<file path="src/rtl/axi_pwm_master.sv">
// AXI4-Lite initiator driving the PWM control slave: single write, single read, duty broadcast.
// Optional per-phase watchdog enabled by defining AXI_PWM_MASTER_TIMEOUT_EN.
module axi_pwm_master #(
    parameter int unsigned C_NUM_PWM = 2,
    parameter int unsigned C_TIMEOUT = 255
) (
    input  logic        M_AXI_ACLK,
    input  logic        M_AXI_ARESET,
    input  logic        CMD_VALID,
    output logic        CMD_READY,
    input  logic [1:0]  CMD_OP,
    input  logic [8:0]  CMD_ADDR,
    input  logic [31:0] CMD_DATA,
    output logic        RSP_VALID,
    output logic [31:0] RSP_DATA,
    output logic        RSP_ERR,
    output logic        RSP_TIMEOUT,
    output logic [8:0]  M_AXI_AWADDR,
    output logic        M_AXI_AWVALID,
    input  logic        M_AXI_AWREADY,
    output logic [31:0] M_AXI_WDATA,
    output logic [3:0]  M_AXI_WSTRB,
    output logic        M_AXI_WVALID,
    input  logic        M_AXI_WREADY,
    input  logic [1:0]  M_AXI_BRESP,
    input  logic        M_AXI_BVALID,
    output logic        M_AXI_BREADY,
    output logic [8:0]  M_AXI_ARADDR,
    output logic        M_AXI_ARVALID,
    input  logic        M_AXI_ARREADY,
    input  logic [31:0] M_AXI_RDATA,
    input  logic [1:0]  M_AXI_RRESP,
    input  logic        M_AXI_RVALID,
    output logic        M_AXI_RREADY
);

    typedef enum logic [1:0] {ST_IDLE, ST_WRITE, ST_READ, ST_RESP} state_t;

    localparam logic [5:0] LP_LAST_IDX   = 6'(C_NUM_PWM - 1);
    localparam logic [8:0] LP_BCAST_BASE = 9'h100;

    if ((C_NUM_PWM < 1) || (C_NUM_PWM > 64)) begin : g_bad_num_pwm
        $error("axi_pwm_master: C_NUM_PWM must be 1..64");
    end
    if ((C_TIMEOUT < 1) || (C_TIMEOUT > 65535)) begin : g_bad_timeout
        $error("axi_pwm_master: C_TIMEOUT must be 1..65535");
    end

    state_t      r_state,     w_nxt_state;
    logic        r_bcast,     w_nxt_bcast;
    logic [5:0]  r_idx,       w_nxt_idx;
    logic        r_err,       w_nxt_err;
    logic [8:0]  r_awaddr,    w_nxt_awaddr;
    logic [31:0] r_wdata,     w_nxt_wdata;
    logic [8:0]  r_araddr,    w_nxt_araddr;
    logic        r_awvalid,   w_nxt_awvalid;
    logic        r_wvalid,    w_nxt_wvalid;
    logic        r_bready,    w_nxt_bready;
    logic        r_arvalid,   w_nxt_arvalid;
    logic        r_rready,    w_nxt_rready;
    logic        r_cmd_ready, w_nxt_cmd_ready;
    logic        r_rsp_valid, w_nxt_rsp_valid;
    logic [31:0] r_rsp_data,  w_nxt_rsp_data;
    logic        r_rsp_err,   w_nxt_rsp_err;
    logic        r_rsp_tmo,   w_nxt_rsp_tmo;

    logic w_aw_hs, w_w_hs, w_b_hs, w_ar_hs, w_r_hs, w_any_hs;
    logic w_err_acc;
    logic w_wait_tmo;

    assign w_aw_hs   = r_awvalid & M_AXI_AWREADY;
    assign w_w_hs    = r_wvalid & M_AXI_WREADY;
    assign w_b_hs    = r_bready & M_AXI_BVALID;
    assign w_ar_hs   = r_arvalid & M_AXI_ARREADY;
    assign w_r_hs    = r_rready & M_AXI_RVALID;
    assign w_any_hs  = w_aw_hs | w_w_hs | w_b_hs | w_ar_hs | w_r_hs;
    assign w_err_acc = r_err | (M_AXI_BRESP != 2'b00);

`ifdef AXI_PWM_MASTER_TIMEOUT_EN
    localparam logic [15:0] LP_TMO_LAST = 16'(C_TIMEOUT - 1);

    logic [15:0] r_tcnt;
    logic        w_waiting;

    assign w_waiting  = (r_state == ST_WRITE) || (r_state == ST_READ);
    assign w_wait_tmo = w_waiting && !w_any_hs && (r_tcnt == LP_TMO_LAST);

    always_ff @(posedge M_AXI_ACLK) begin
        if (M_AXI_ARESET || (w_nxt_state != r_state) || w_any_hs) begin
            r_tcnt <= '0;
        end else if (w_waiting) begin
            r_tcnt <= r_tcnt + 16'd1;
        end
    end
`else
    assign w_wait_tmo = 1'b0;
`endif

    always_comb begin
        w_nxt_state     = r_state;
        w_nxt_bcast     = r_bcast;
        w_nxt_idx       = r_idx;
        w_nxt_err       = r_err;
        w_nxt_awaddr    = r_awaddr;
        w_nxt_wdata     = r_wdata;
        w_nxt_araddr    = r_araddr;
        w_nxt_awvalid   = r_awvalid;
        w_nxt_wvalid    = r_wvalid;
        w_nxt_bready    = r_bready;
        w_nxt_arvalid   = r_arvalid;
        w_nxt_rready    = r_rready;
        w_nxt_cmd_ready = r_cmd_ready;
        w_nxt_rsp_valid = 1'b0;
        w_nxt_rsp_data  = '0;
        w_nxt_rsp_err   = 1'b0;
        w_nxt_rsp_tmo   = 1'b0;

        unique case (r_state)
            ST_IDLE: begin
                w_nxt_cmd_ready = 1'b1;
                if (CMD_VALID && r_cmd_ready) begin
                    w_nxt_cmd_ready = 1'b0;
                    w_nxt_idx       = '0;
                    w_nxt_err       = 1'b0;
                    // Opcode bit 0 selects read, which also covers the reserved 2'b11.
                    if (CMD_OP[0]) begin
                        w_nxt_state   = ST_READ;
                        w_nxt_araddr  = CMD_ADDR;
                        w_nxt_arvalid = 1'b1;
                        w_nxt_rready  = 1'b1;
                    end else begin
                        w_nxt_state   = ST_WRITE;
                        w_nxt_bcast   = CMD_OP[1];
                        w_nxt_awaddr  = CMD_OP[1] ? LP_BCAST_BASE : CMD_ADDR;
                        w_nxt_wdata   = CMD_DATA;
                        w_nxt_awvalid = 1'b1;
                        w_nxt_wvalid  = 1'b1;
                        w_nxt_bready  = 1'b1;
                    end
                end
            end

            ST_WRITE: begin
                if (w_aw_hs) w_nxt_awvalid = 1'b0;
                if (w_w_hs)  w_nxt_wvalid  = 1'b0;
                // B closes the channel even if it beats AW/W; broadcast then re-arms both.
                if (w_b_hs) begin
                    w_nxt_err = w_err_acc;
                    if (r_bcast && (r_idx != LP_LAST_IDX)) begin
                        w_nxt_idx     = r_idx + 6'd1;
                        w_nxt_awaddr  = r_awaddr + 9'd1;
                        w_nxt_awvalid = 1'b1;
                        w_nxt_wvalid  = 1'b1;
                    end else begin
                        w_nxt_awvalid   = 1'b0;
                        w_nxt_wvalid    = 1'b0;
                        w_nxt_bready    = 1'b0;
                        w_nxt_state     = ST_RESP;
                        w_nxt_rsp_valid = 1'b1;
                        w_nxt_rsp_err   = w_err_acc;
                    end
                end else if (w_wait_tmo) begin
                    w_nxt_awvalid   = 1'b0;
                    w_nxt_wvalid    = 1'b0;
                    w_nxt_bready    = 1'b0;
                    w_nxt_state     = ST_RESP;
                    w_nxt_rsp_valid = 1'b1;
                    w_nxt_rsp_err   = 1'b1;
                    w_nxt_rsp_tmo   = 1'b1;
                end
            end

            ST_READ: begin
                if (w_ar_hs) w_nxt_arvalid = 1'b0;
                if (w_r_hs) begin
                    w_nxt_arvalid   = 1'b0;
                    w_nxt_rready    = 1'b0;
                    w_nxt_state     = ST_RESP;
                    w_nxt_rsp_valid = 1'b1;
                    w_nxt_rsp_data  = M_AXI_RDATA;
                    w_nxt_rsp_err   = (M_AXI_RRESP != 2'b00);
                end else if (w_wait_tmo) begin
                    w_nxt_arvalid   = 1'b0;
                    w_nxt_rready    = 1'b0;
                    w_nxt_state     = ST_RESP;
                    w_nxt_rsp_valid = 1'b1;
                    w_nxt_rsp_err   = 1'b1;
                    w_nxt_rsp_tmo   = 1'b1;
                end
            end

            ST_RESP: begin
                w_nxt_state     = ST_IDLE;
                w_nxt_cmd_ready = 1'b1;
            end

            default: begin
                w_nxt_state = ST_IDLE;
            end
        endcase
    end

    always_ff @(posedge M_AXI_ACLK) begin
        if (M_AXI_ARESET) begin
            r_state     <= ST_IDLE;
            r_bcast     <= 1'b0;
            r_idx       <= '0;
            r_err       <= 1'b0;
            r_awaddr    <= '0;
            r_wdata     <= '0;
            r_araddr    <= '0;
            r_awvalid   <= 1'b0;
            r_wvalid    <= 1'b0;
            r_bready    <= 1'b0;
            r_arvalid   <= 1'b0;
            r_rready    <= 1'b0;
            r_cmd_ready <= 1'b0;
            r_rsp_valid <= 1'b0;
            r_rsp_data  <= '0;
            r_rsp_err   <= 1'b0;
            r_rsp_tmo   <= 1'b0;
        end else begin
            r_state     <= w_nxt_state;
            r_bcast     <= w_nxt_bcast;
            r_idx       <= w_nxt_idx;
            r_err       <= w_nxt_err;
            r_awaddr    <= w_nxt_awaddr;
            r_wdata     <= w_nxt_wdata;
            r_araddr    <= w_nxt_araddr;
            r_awvalid   <= w_nxt_awvalid;
            r_wvalid    <= w_nxt_wvalid;
            r_bready    <= w_nxt_bready;
            r_arvalid   <= w_nxt_arvalid;
            r_rready    <= w_nxt_rready;
            r_cmd_ready <= w_nxt_cmd_ready;
            r_rsp_valid <= w_nxt_rsp_valid;
            r_rsp_data  <= w_nxt_rsp_data;
            r_rsp_err   <= w_nxt_rsp_err;
            r_rsp_tmo   <= w_nxt_rsp_tmo;
        end
    end

    assign CMD_READY     = r_cmd_ready;
    assign RSP_VALID     = r_rsp_valid;
    assign RSP_DATA      = r_rsp_data;
    assign RSP_ERR       = r_rsp_err;
    assign RSP_TIMEOUT   = r_rsp_tmo;
    assign M_AXI_AWADDR  = r_awaddr;
    assign M_AXI_AWVALID = r_awvalid;
    assign M_AXI_WDATA   = r_wdata;
    assign M_AXI_WSTRB   = 4'hF;
    assign M_AXI_WVALID  = r_wvalid;
    assign M_AXI_BREADY  = r_bready;
    assign M_AXI_ARADDR  = r_araddr;
    assign M_AXI_ARVALID = r_arvalid;
    assign M_AXI_RREADY  = r_rready;

endmodule

</file>
<file path="config.mk">
export PLATFORM = sky130hd
export DESIGN_NAME = axi_pwm_master
export DESIGN_NICKNAME = d
export VERILOG_FILES = /design/src/rtl/axi_pwm_master.sv
export SDC_FILE = /design/constraint.sdc
export NUM_CORES = 1
export LEC_CHECK = 0
export CAP_MARGIN = 20
export CELL_PAD_IN_SITES_DETAIL_PLACEMENT = 1
export CELL_PAD_IN_SITES_GLOBAL_PLACEMENT = 2
export CORE_UTILIZATION = 22
export CTS_CLUSTER_SIZE = 8
export DETAILED_ROUTE_END_ITERATION = 10
export PLACE_DENSITY = 0.89
export REMOVE_ABC_BUFFERS = 1
export SLEW_MARGIN = 25
export SYNTH_ARGS = -nofsm -noshare
export SYNTH_HDL_FRONTEND = slang
export SYNTH_SLANG_ARGS = --single-unit
</file>
<file path="constraint.sdc">
create_clock -name M_AXI_ACLK -period 2 [get_ports M_AXI_ACLK]
set_input_delay 0.4 -clock M_AXI_ACLK [delete_from_list [all_inputs] [get_ports M_AXI_ACLK]]
set_output_delay 0.4 -clock M_AXI_ACLK [all_outputs]
set_load 0.03 [all_outputs]
</file>
* Yosys cells after proc, flatten, opt, wreduce, memory -nomap -nowiden
Cells that the tools add are included.
** Word-level totals
- Logic and storage cells :: 109
- Flip-flop bits (word level) :: 100
- Input port bits :: 87
- Output and inout port bits :: 95
** Operators by class
- Multiplexer cells :: 48
- Reductions and logical operators :: 20
- Bitwise operators :: 9
- $add $sub $neg :: 2
- Equal/unequal tests :: 14
** Operator list (count)
- 2-to-1 mux 9 bit :: 5
- AND reduction 4 bit :: 6
- 2-to-1 mux 1 bit :: 23
- 2-to-1 mux 6 bit :: 3
- case mux 1 bit (2 select lines) :: 9
- case mux 9 bit (2 select lines) :: 1
- inequality test 2 bit (second input constant) :: 7
- case mux 6 bit (2 select lines) :: 1
- 2-to-1 mux 2 bit :: 5
- AND reduction 5 bit :: 2
- nonzero test 2 bit :: 5
- adder 9 x 1 -> 9 bit (second input constant) :: 1
- inequality test 3 bit (second input constant) :: 3
- AND reduction 3 bit :: 3
- case mux 2 bit (4 select lines) :: 1
- adder 6 x 1 -> 6 bit (second input constant) :: 1
- inequality test 6 x 1 -> 1 bit (second input constant) :: 1
- bitwise AND 1 bit :: 5
- == test 2 bit (second input constant) :: 2
- NOT 1 bit :: 3
- OR reduction 3 bit :: 1
- == test 2 x 1 -> 1 bit (second input constant) :: 1
- logical AND 1 bit :: 2
- zero test 2 bit :: 1
- bitwise OR 1 bit :: 1

* Longest topological paths before layout
Gate-level depths: netlist of the first run.
- Depth after elaboration :: 5
- Gate-level depth with buffers :: 9
- Gate-level depth less buffers :: 6

* Worst setup path before layout of the first run
OpenSTA, ideal clock, no wires.
- Path type :: reg2reg
- Start :: reg r_state[0]
- End :: reg r_idx[5]
- Required time :: 1909 ps
- Clock period less this slack :: 1811 ps
- Library setup time :: 91 ps
- Data arrival time :: 1720 ps
- Cell stages (with the launch flop) :: 8
- Slack :: 189 ps
- Buffers on the path :: 1
- Cells stage by stage :: dfxtp_1 inv_1 ha_1 buf_2 a21boi_1 a2111oi_4 a41oi_1 a311oi_1
** On the way
- Cells in the longest elaborated chain, start to end :: 3
- Elaborated cells on any way between the ends :: 8
- Classes of those cells :: eq/ne (4); mux (1); reduce/logical (3)
** RTL lines
- start: declaration :: RTL line 49 : state_t r_state, w_nxt_state;
- start signal: assignment :: RTL line 223 : r_state <= w_nxt_state;
- == test 2 x 1 -> 1 bit / zero test 2 bit (equally long branches) :: RTL line 118 : unique case (r_state)
- inequality test 2 bit (no line) / nonzero test 2 bit (equally long branches)
- AND reduction 4 bit (no line)
- end signal: assignment :: RTL line 225 : r_idx <= w_nxt_idx;
- end: declaration :: RTL line 51 : logic [5:0] r_idx, w_nxt_idx;
Parallel ways exist; a longest one is shown, timed or not.
A chain may end at the register's enable or synchronous reset.

* Worst setup path after layout of the first run
- Start :: reg r_awaddr[0], in the netlist M_AXI_AWADDR[0]
- End :: out M_AXI_AWADDR[0]
** RTL lines
- start: declaration :: RTL line 53 : logic [8:0] r_awaddr, w_nxt_awaddr;
- start signal: assignment :: RTL line 227 : r_awaddr <= w_nxt_awaddr;
- end: declaration :: RTL line 18 : output logic [8:0] M_AXI_AWADDR,
No word-level cell between the ends.

==> metrics, run 1 <==
Worst Tran Pin Value=a little over 0.5 ns; syn avg cell area=8.570 um2; drt drc=0; Synth Instances=459; critical path depth=1; P_leak=between 0.002 and 0.0025 uW; nets@finish=741; Yosys reg bits=100; status=completed; DR pass1 iterations=4; share of post-route cells with drive strength above 1=roughly 8.4%; DP Wirelength=slightly above 10000 um; Req. time, crit path=1.60 ns; Worst Hold Class=reg -> reg; clock sinks=100; Post-Synth XOR/XNOR Area=0%; Hold Vio Cnt, Final=0; Startpoint Class=register; worst skew pair latency=about 0.35 ns; ys async rst share=0%; CP top delay family=buffers and inverters; clk_skew=roughly 0.0069 ns; # hold bufs at CTS=0; pwr dens=about 900 mW/mm2; Place WS=-0.1014 ns; ant diodes=0; GR Overflow Total=0; critical path class=reg -> out; post-route cell area=0.006387 mm2; largest net degree at the start of global routing=46; total chip power=around 5800 uW; unrepaired setup endpoints after global routing=no; crit share post-route=between 90% and 100%; Slew HR=66.28%; DIE HEIGHT=around 140 um; Util after Layout=36.80%; Simple-Gate Fraction of Synth Area=24.20%; CP Capture Point=M_AXI_AWADDR[0]; I/O Buffers=between 150 and 200; register area share after synthesis=50.89%; setup TNS=0 ns; Site Rows=between 40 and 50; Post-DP Area=0.006085 mm2; RePlAce Congestion=0.7997; # fillers=around 2.0k; CTS clk-pin slew, worst paths=~0.070 ns; Tmin final=1.941 ns; Critical path buffers and inverters=1; Clock Root Buffer=clkbuf_16; crit-path cells=clkdlybuf4s50_1; Hold Crit Depth=2; clock buffer depth=2; first-pass GRT wire length=21230 um; number of routed nets with antenna violations=0; Routed wire per std cell=about 15 um; Peak VDD IR=~470 uV; Crit. End Element=output port; initial antenna violation count=0; setup ws final=0.05896 ns; most used flip-flop cell after synthesis=dfxtp_1; R2R cell count=6; Starting DRT DRC Count=~150; Max-cap violations=0; multiplexer share of the synthesized area=0%; worst-path fanout max=6; die footprint=0.01842 mm2; via count=approximately 4k; Post-Synthesis Cell Area=roughly 0.0039 mm2; core area=0.01736 mm2; worst path arrival time=about 1.5 ns; Final setup viols=0; Reg2Reg Launch Point=r_state[1]; reg-to-reg critical path endpoint=r_idx[4]; EDFF count, synth=0; crit path max-delay cell type=clkdlybuf4s50_1; Ys Warns=0; Worst path max stage delay=approximately 0.73 ns; Die Width=between 100 and 150 um; Synth Area in Adders=roughly 2.2%; Via-to-Cell Ratio=around 4.6; start point of the critical path=M_AXI_AWADDR[0]; Synth cell types=between 50 and 60; vias in the first global route=approximately 4.2k; Boundary Pins=between 150 and 200; max-slew violations=0; Synth Area in Compound Gates=between 10% and 20%; Synth-to-Final Area Change=62.37%; drt total wl=about 13000 um; CTS H-tree depth=3; Starting Density=22.66%; main combinational cell family by area after synthesis=simple AND/OR/NAND/NOR gates; Max Freq=roughly 500 MHz; CTS tree=built; R2R setup slack=around 0.12 ns; GRT Total Usage=approximately 15%; CTS buffer count=9
==> power breakdown <==
part           total (uW)  switching (uW)  internal (uW)
Sequential           2270             131           2140
Combinational        1860            1050            809
Clock                1700             828            873
Total                5830            2010           3820
==> worst min path at each step <==
stage | start | end | slack [ns]
floorplan | r_err | r_err | 0.44
global placement | M_AXI_WDATA[18] | M_AXI_WDATA[18] | 0.44
detailed placement | M_AXI_WDATA[15] | M_AXI_WDATA[15] | 0.45
CTS | M_AXI_WDATA[15] | M_AXI_WDATA[15] | 0.46
global route | M_AXI_WDATA[15] | M_AXI_WDATA[15] | 0.48
finish | M_AXI_WDATA[4] | M_AXI_WDATA[4] | 0.46
==> logic make-up (layout without fill, tap and decap cells) <==
| group | count (synthesis) | in the layout |
|---|---|---|
| AOI/OAI and AO/OA | 116 | 116 |
| adders and majority gates | 7 | 7 |
| buffers and inverters | 37 | 227 |
| DFF | 100 | 100 |
| other | 2 | 5 |
| and+or+nand+nor | 197 | 197 |
==> synth_stat cells (4+ instances only) <==
cell type  count  area, um2
buf_4          5      37.54
inv_1         10      37.54
nand4_1        4      25.02
nand3_1        6      30.03
and2_1        33      206.5
ha_1           7      87.58
dfxtp_1      100       2002
a31oi_1        4      25.02
nand2b_1       5      31.28
nand2_1       99      371.6
buf_1          5      18.77
a311oi_1       4      35.03
nor2_1        16      60.06
clkbuf_1      14      52.55
o21ai_0       14      70.07
nor3_1        10      50.05
a21oi_1       62      310.3
==> through the flow <==
stage,hold slack (ns),cells
global route,0.4759,877
finish,0.4562,877
detailed placement,0.4476,861
CTS,0.4576,877
floorplan,0.4442,435
global placement,0.4430,861
==> flip-flops by register name, indices dropped and copies added, names as in the netlist, 2 cells and up <==
register and count:
M_AXI_WDATA 32, RSP_DATA 32, M_AXI_ARADDR 9, M_AXI_AWADDR 9, r_idx 6, r_state 2
==> per-layer routing <==
metal,routed length (um),track usage [%]
met5,0,0
met4,109,4.557
met3,855,3.704
met2,6759,26.45
met1,5767,17.28
==> cell type report <==
type	instances	area [um2]	share of cell area [%]
Inverter	10	37.54	0.5877
Clock buffer	9	225.2	3.526
Clock inverter	7	62.56	0.9794
Tap cell	225	281.5	4.407
Timing Repair Buffer	201	1983	31.05
Sequential cell	100	2002	31.34
Multi-Input combinational cell	325	1795	28.11
==> repair_timing <==
action,in CTS,in global routing
pin swaps,0,1
gates resized for setup,2,5
setup endpoints to repair,4,51
buffers inserted,0,0
==> layout by cell type, fill, tap and decap left out, drive strengths merged, types with 7 or more instances in the layout <==
cell	Yosys	final
ha	7	7
nand2	100	100
nor2	16	16
and2	33	33
clkdlybuf4s50	0	173
buf	13	26
a21oi	62	62
nor3	11	11
clkbuf	14	9
dfxtp	100	100
o21ai	16	16
inv	10	15
(Power assumes the default switching activity.)
==> run 2: changes to the inputs <==
SLEW_MARGIN = unset   (was 25)
==> results of run 2 <==
Same layout as run 1: the final DEF is identical, and so are final timing and power.
==> run 3: changes to the inputs <==
CORE_ASPECT_RATIO = 0.9   (was unset)
CTS_CLUSTER_SIZE = unset   (was 8)
==> run 3 against run 2 <==
Worst hold slack worse by 0.041 ns; global-route usage is 0.47 points lower; non-clock buffer count is 3 higher; clock skew is 0.0035 ns higher; largest cell class unchanged.
==> metrics, run 3 (synthesis results as in run 1) <==
status=completed; Slew HR=66.79%; Hold Vio Cnt, Final=0; GR Util met2=between 20 and 25%; crit share post-route=95.75%; P_sw=around 2000 uW; unrepaired setup endpoints after global routing=no; most frequent cells in the layout=clkdlybuf4s50_1 (173), dfxtp_1 (100), nand2_1 (99); DIE HEIGHT=128.9 um; Tmin final=between 1.5 and 2 ns; Worst Tran Pin Value=0.4954 ns; GRT Total Usage=approximately 14%; initial antenna violation count=0; Starting Density=~22%; Req. time, crit path=~1.6 ns; met1 Track Usage GR=17.21%; global-route met3 utilization=~4.8%; clock sinks=100; worst skew pair latency=0.35 ns; Crit. End Element=output port; worst-path fanout max=6; CTS buffer count=9; Startpoint Class=register; CTS tree=built; Via-to-Cell Ratio=between 4 and 5; Critical path buffers and inverters=1; max-slew violations=0; setup TNS=0 ns; Site Rows=46; Starting DRT DRC Count=about 160; critical path class=reg -> out; DP Wirelength=10320 um; Worst path max stage delay=0.72 ns; Combinational Power Share=a little under a third; Max Freq=522.2 MHz; nets@finish=744; switching share of total power=~34%; Worst Hold Class=in -> reg; via count=4008; crit path max-delay cell type=clkdlybuf4s50_1; P_leak=around 0.0023 uW; drt total wl=approximately 13000 um; Clock Root Buffer=clkbuf_16; GR Overflow Total=0; Die Width=~140 um; clock buffer depth=2; largest net degree at the start of global routing=33; Peak VDD IR=401.8 uV; first-pass GRT wire length=~21000 um; Boundary Pins=~180; worst path arrival time=between 1.5 and 2 ns; CTS clk-pin slew, worst paths=~0.08 ns; Post-DP Area=slightly above 0.006 mm2; Top Usage Layer GRT=met2; crit-path cells=clkdlybuf4s50_1; most common cell after layout, fill and taps aside=clkdlybuf4s50_1; R2R setup slack=0.16 ns; pwr dens=between 900 and 1000 mW/mm2; core area=roughly 0.018 mm2; CP top delay family=buffers and inverters; # hold bufs at CTS=0; Final setup viols=0; share of post-route cells with drive strength above 1=8.397%; die footprint=between 0.015 and 0.02 mm2; clk_skew=between 0.01 and 0.015 ns; I/O Buffers=176; drt drc=0; RePlAce Congestion=roughly 0.8; vias in the first global route=4105; Clk network pwr share=29.5%; ant diodes=0; # fillers=2051; CTS H-tree depth=3; internal power=between 3000 and 4000 uW; Flop pwr share=38.7%; Max-cap violations=0; number of routed nets with antenna violations=0; Setup Buffers After CTS=0; Routed wire per std cell=about 15 um; Synth-to-Final Area Change=62.91%; post-route cell area=approximately 0.0064 mm2; DR pass1 iterations=4
run 3: layout make-up:
| class | count | area, um2 | area share (%) |
|---|---|---|---|
| clock inverter | 5 | 42.54 | 0.6638 |
| multi-input combinational | 325 | 1790 | 27.94 |
| clock buffer | 11 | 242.7 | 3.788 |
| inverter | 10 | 37.54 | 0.5857 |
| sequential | 100 | 2002 | 31.24 |
| tap | 240 | 300.3 | 4.686 |
| timing repair buffer | 204 | 1993 | 31.10 |
run 3: power by group through the flow:
stage	Combinational, uW	Sequential [uW]	Clock [uW]
after floorplan	694	2540	0
after global placement	1790	2300	0
after detailed placement	1850	2310	0
after CTS	1850	2260	1790
after global routing	2000	2290	1880
final	1860	2260	1720
run 3: worst paths after layout:
path	startpoint	endpoint	cells after the start
max	M_AXI_AWADDR[0]	M_AXI_AWADDR[0]	1
min	M_AXI_ARESET	M_AXI_ARADDR[3]	2
max reg2reg	r_state[0]	r_idx[5]	6
min reg2reg	M_AXI_WDATA[21]	M_AXI_WDATA[21]	2
run 3: per-layer routing:
metal,vias to the layer above,part of all wire (%)
li1,1948,-
met3,11,7.0
met1,1929,45
met2,120,47
met4,0,0.86
met5,-,0
run 3: stage by stage:
step | worst slack [ns] | utilization (%) | power, uW | instances | hold slack [ns]
after floorplan | -0.3101 | - | 3233 | 435 | 0.4442
after global placement | -0.08649 | 34.83 | 4089 | 879 | 0.4420
after detailed placement | -0.1529 | 34.83 | 4160 | 879 | 0.4550
after CTS | 0.05316 | 36.46 | 5907 | 895 | 0.4002
after global routing | 0.02280 | 36.51 | 6167 | 895 | 0.4235
final | 0.08502 | 36.51 | 5844 | 895 | 0.4155
run 3: timing repair:
action                     CTS  global route
setup endpoints to repair    2            23
pin swaps                    1             2
resized for setup            2             3
